$ cat config.mk
export PLATFORM = sky130hd
export DESIGN_NAME = div_arbiter
export DESIGN_NICKNAME = d
export VERILOG_FILES = /design/src/rtl/div_arbiter.sv
export SDC_FILE = /design/constraint.sdc
export NUM_CORES = 1
export LEC_CHECK = 0
export ABC_AREA = 1
export BUFFER_PORTS_ARGS = -buffer_cell sky130_fd_sc_hd__buf_2
export CORE_MARGIN = 4
export CORE_UTILIZATION = 50
export DETAILED_ROUTE_END_ITERATION = 6
export PLACE_DENSITY = 0.86
export SETUP_SLACK_MARGIN = 0.3
export SYNTH_ARGS = -nofsm -noshare
export SYNTH_HDL_FRONTEND = slang
export SYNTH_SLANG_ARGS = --single-unit
$ cat constraint.sdc
create_clock -name clk -period 4.2 [get_ports clk]
set_clock_uncertainty 0.15 [all_clocks]
set_input_delay 1.05 -clock clk [delete_from_list [all_inputs] [get_ports clk]]
set_output_delay 1.05 -clock clk [all_outputs]
set_load 0.1 [all_outputs]
$ cat src/rtl/div_arbiter.sv
// Round-robin front end for one shared 8-bit signed divider: grants one
// requester at a time, drives the divider, and returns its results with a watchdog.
module div_arbiter #(
  parameter int NUM_REQ = 4,
  parameter int TIMEOUT = 31
) (
  input  logic                   clk,
  input  logic                   reset,
  input  logic [NUM_REQ-1:0]     req_valid,
  input  logic [8*NUM_REQ-1:0]   req_a,
  input  logic [8*NUM_REQ-1:0]   req_b,
  output logic [NUM_REQ-1:0]     req_ready,
  output logic [NUM_REQ-1:0]     resp_valid,
  output logic [15:0]            resp_quotient,
  output logic [15:0]            resp_remainder,
  output logic                   resp_dbz,
  output logic                   resp_timeout,
  output logic                   div_start,
  output logic [7:0]             div_a,
  output logic [7:0]             div_b,
  input  logic [15:0]            div_quotient,
  input  logic [15:0]            div_remainder,
  input  logic                   div_done,
  output logic                   div_flush
);

  localparam int IDW = (NUM_REQ > 1) ? $clog2(NUM_REQ) : 1;

  typedef enum logic [1:0] {IDLE, ISSUE, WAIT, RESP} state_t;

  state_t         r_state, w_state_next;
  logic [IDW-1:0] r_last_grant, r_id, w_sel, w_cand;
  logic           w_found, w_accept, w_expire;
  logic [7:0]     r_cnt;
  logic           r_dbz;
  logic [7:0]     r_div_a, r_div_b;
  logic [15:0]    r_quot, r_rem;
  logic           r_resp_dbz, r_resp_timeout;
  logic [7:0]     w_a [NUM_REQ];
  logic [7:0]     w_b [NUM_REQ];

  generate
    for (genvar gi = 0; gi < NUM_REQ; gi++) begin : g_req
      assign w_a[gi]        = req_a[8*gi +: 8];
      assign w_b[gi]        = req_b[8*gi +: 8];
      assign req_ready[gi]  = w_accept && (w_sel == IDW'(gi));
      assign resp_valid[gi] = (r_state == RESP) && (r_id == IDW'(gi));
    end
  endgenerate

  // Search starts one past the previous winner so every requester gets a turn.
  always_comb begin
    w_found = 1'b0;
    w_sel   = '0;
    w_cand  = '0;
    for (int k = 1; k <= NUM_REQ; k++) begin
      w_cand = IDW'((int'(r_last_grant) + k) % NUM_REQ);
      if (!w_found && req_valid[w_cand]) begin
        w_found = 1'b1;
        w_sel   = w_cand;
      end
    end
  end

  assign w_expire = (r_cnt == 8'(TIMEOUT));

  always_comb begin
    w_state_next = r_state;
    w_accept     = 1'b0;
    div_start    = 1'b0;
    div_flush    = 1'b0;
    case (r_state)
      IDLE: begin
        w_accept = w_found;
        if (w_found) w_state_next = ISSUE;
      end
      ISSUE: begin
        div_start    = 1'b1;
        w_state_next = WAIT;
      end
      WAIT: begin
        if (div_done || w_expire) w_state_next = RESP;
      end
      RESP: begin
        div_flush    = r_resp_timeout;
        w_state_next = IDLE;
      end
      default: w_state_next = IDLE;
    endcase
  end

  always_ff @(posedge clk) begin
    if (reset) r_state <= IDLE;
    else       r_state <= w_state_next;
  end

  always_ff @(posedge clk) begin
    if (reset) begin
      r_last_grant   <= IDW'(NUM_REQ - 1);
      r_id           <= '0;
      r_dbz          <= 1'b0;
      r_cnt          <= '0;
      r_div_a        <= '0;
      r_div_b        <= '0;
      r_quot         <= '0;
      r_rem          <= '0;
      r_resp_dbz     <= 1'b0;
      r_resp_timeout <= 1'b0;
    end else begin
      if (w_accept) begin
        r_div_a      <= w_a[w_sel];
        r_div_b      <= w_b[w_sel];
        r_id         <= w_sel;
        r_dbz        <= (w_b[w_sel] == 8'd0);
        r_last_grant <= w_sel;
      end
      if (r_state == ISSUE) r_cnt <= '0;
      // A done pulse in the expiry cycle still delivers real results.
      if (r_state == WAIT) begin
        if (div_done) begin
          r_quot         <= div_quotient;
          r_rem          <= div_remainder;
          r_resp_dbz     <= r_dbz;
          r_resp_timeout <= 1'b0;
        end else if (w_expire) begin
          r_quot         <= '0;
          r_rem          <= '0;
          r_resp_dbz     <= r_dbz;
          r_resp_timeout <= 1'b1;
        end else begin
          r_cnt <= r_cnt + 8'd1;
        end
      end
    end
  end

  assign div_a          = r_div_a;
  assign div_b          = r_div_b;
  assign resp_quotient  = r_quot;
  assign resp_remainder = r_rem;
  assign resp_dbz       = r_resp_dbz;
  assign resp_timeout   = r_resp_timeout;

endmodule
==> results.json <==
{
  "final_cells": 740,
  "crit_fanout": 10,
  "placed_area_um2": 4240,
  "relSlewSlack_pct": 37.7,
  "ant_nets": 0,
  "rsz0062_at_grt": "false",
  "synth_seq_cells": 65,
  "min_path_type": "reg -> reg",
  "worst_pin_slew_ns": 0.934,
  "ff2ff_path_depth": 15,
  "avgViaCountPerCell": 5.09,
  "ys_seq_area_share_pct": 38.8,
  "antennaDiodeCount": 0,
  "nets": 766,
  "path_depth": 11,
  "port_buffers": 162,
  "die_h_um": 89.9,
  "numCtsBuffers": 9,
  "required_ns": 3.00,
  "ctsResizeCount": 0,
  "p_total_w": 0.00423,
  "drt_iter0_drc": 190,
  "yosys_warnings": 0,
  "synth_top_cell_by_area": "dfxtp_1",
  "layout_commonest_cell": "buf_2",
  "dp.cells": 724,
  "grt_pass1_vias": 3570,
  "post-route-min-period_ns": 3.69,
  "cts_root_buffer": "clkbuf_8",
  "design_area_um2": 4470,
  "status": "finished clean",
  "clk_pin_slew_ns": 0.07,
  "clock-sinks": 65,
  "start_kind": "input port",
  "synth-xor-area-share_pct": 0,
  "crit_path_frequent_cell": "nand2_1",
  "antenna_found_initial": 0,
  "layout_setup_ws_ns": 0.510,
  "critPathKind": "in -> out",
  "fmax_ghz": 0.271,
  "pre_cts_ws_ns": 0.460,
  "die_area_um2": 8080,
  "use_met3_pct": 5.59,
  "synth_simple_gate_area_share_pct": 32.6,
  "wl_per_cell_um": 13.1,
  "num_vias": 3763,
  "met1_usage_pct": 28.8,
  "endpoint": "req_ready[0]",
  "routabilityCongestion": 0.850,
  "synth.area.top_cells": "dfxtp_1 (39%), nand2_1 (17%), a21oi_1 (7.0%)",
  "critPathArrivalTime_ns": 2.49,
  "yosysTopAreaCellShare_pct": 38.8,
  "core-area_um2": 6420,
  "synth_top_family_by_area": "simple AND/OR/NAND/NOR gates",
  "dr.pass1.iters": 4,
  "worstPathCellList": "buf_2 -> nand2_1 -> nand2_1 -> nand2_1 -> nand2_1 -> inv_1 -> nand3_4 -> nand2_1 -> buf_4 -> nor3_2 -> buf_12",
  "cpLargestDelayFamily": "simple AND/OR/NAND/NOR gates",
  "worstSkewPairLatency_ns": 0.34,
  "hold_viol_final": 0,
  "synth_area_um2": 3350,
  "slew_viol_final": 0,
  "die_w_um": 89.9,
  "syn2layout_area_growth_pct": 33.2,
  "h-tree-depth": 3,
  "drv_cap": 0,
  "tritoncts": "built",
  "critPathLaunch": "req_valid[2]",
  "fin_crit_sh_pct": 87.9,
  "layout_common_cells": "buf_2 (158), nand2_1 (152), dfxtp_1 (64), a21oi_1 (47), inv_1 (44)",
  "seq_area_um2": 1300,
  "drc": 0,
  "worst-path-buf-inv": 4,
  "setup_tns_ns": 0,
  "row_count": 29,
  "grt.total_usage_pct": 23.4,
  "rr_startpoint": "r_last_grant[0]",
  "regToRegSetupSlack_ns": 1.44,
  "cpMaxStageDelayCell": "nor3_2",
  "muxShareOfSynthArea_pct": 0,
  "synth_nets": 613,
  "postSynthAreaPerCell_um2": 6.64,
  "top_usage_layer": "met2",
  "wl_mm": 9.72,
  "yosysUniqueCellTypes": 30,
  "p_per_area_nw_per_um2": 947,
  "syn_inst": 505,
  "leakage_nw": 2.27,
  "drive_gt1_share_pct": 31.1,
  "critPathMaxStageDelay_ns": 0.25,
  "start_util_pct": 52.2,
  "postCtsSetupRepairBufs": 0,
  "synth-adder-area-share_pct": 1.87,
  "cts_hold_repair.buffers": 0,
  "r2r-end": "div_a[2]",
  "gr-usage-met2_pct": 40.2,
  "irDropWorstVdd_mv": 1.09,
  "io_pins": 163,
  "fillerInstances": 573,
  "grt_max_degree": 41,
  "cts_max_path_buffers": 2,
  "end_kind": "output port",
  "multi_input_area_um2": 1740,
  "synth_compound_area_share_pct": 16.7,
  "grt_overflow": 0,
  "grt_pass1_wl_mm": 15.9,
  "setup_viol": 0,
  "dpl.hpwl_mm": 7.55
}
-- logic make-up after synthesis --
group | count (synthesis)
and+or+nand+nor | 259
adders and majority gates | 5
DFF | 65
AOI/OAI and AO/OA | 101
buffers and inverters | 75
-- sequential cells by signal, indices dropped and copies added (netlist names) --
register,cells
r_id,2
r_dbz,1
resp_timeout,1
div_a,8
r_cnt,8
r_last_grant,2
r_state,2
div_b,8
resp_remainder,16
resp_dbz,1
resp_quotient,16
-- through the flow --
stage	hold slack [ns]	util, %
floorplan	0.279	-
CTS	0.312	69.5
global route	0.318	69.6
global placement	0.294	66.0
finish	0.311	69.6
detailed placement	0.301	66.0
-- worst min-delay path, stage by stage (launching register included) --
cell and delay, ns:
dfxtp_1 0.31, nand2_1 0.06, a21oi_1 0.05
-- routing by layer --
metal / vias to the layer above / part of all wire [%]
li1: 1945 / -
met1: 1667 / 43
met2: 142 / 48
met3: 9 / 7.9
met4: 0 / 0.94
met5: - / 0
-- worst min-delay path by stage --
stage | from | endpoint | slack (ns) | cells past startpoint
4_1_cts | resp_remainder[2] | resp_remainder[2] | 0.31 | 2
3_5_place_dp | resp_remainder[2] | resp_remainder[2] | 0.30 | 2
3_3_place_gp | resp_quotient[11] | resp_quotient[11] | 0.29 | 2
6_report | resp_remainder[2] | resp_remainder[2] | 0.31 | 2
5_1_grt | resp_quotient[8] | resp_quotient[8] | 0.32 | 2
2_1_floorplan | r_cnt[7] | r_cnt[7] | 0.28 | 1
-- power breakdown --
group          total (W)  internal [W]  switching, W
sequential      0.000812      0.000736     0.0000759
clock           0.000595      0.000340      0.000255
combinational    0.00282      0.000737       0.00209
total            0.00423       0.00181       0.00242
-- final cells by class --
class                           count  area share (%)
Clock inverter                      7            2.24
Inverter                           48            4.03
Clock buffer                        9            2.77
Tap cell                           77            2.16
Multi-Input combinational cell    365            39.0
Timing Repair Buffer              169            20.7
Sequential cell                    65            29.2
-- synthesized netlist by cell type (all sizes together) --
| cell type | number |
|---|---|
| a21oi | 48 |
| inv | 48 |
| o21ai | 30 |
| a221oi | 1 |
| nand2 | 157 |
| a211oi | 3 |
| dfxtp | 65 |
| buf | 13 |
| or2 | 4 |
| nor2 | 45 |
| nand3b | 1 |
| nand3 | 43 |
| o21a | 1 |
| ha | 5 |
| o22ai | 8 |
| nor3 | 7 |
| clkbuf | 14 |
| nor4 | 1 |
| nand4 | 1 |
| a32oi | 1 |
| o211ai | 9 |
(Power assumes the default switching activity.)
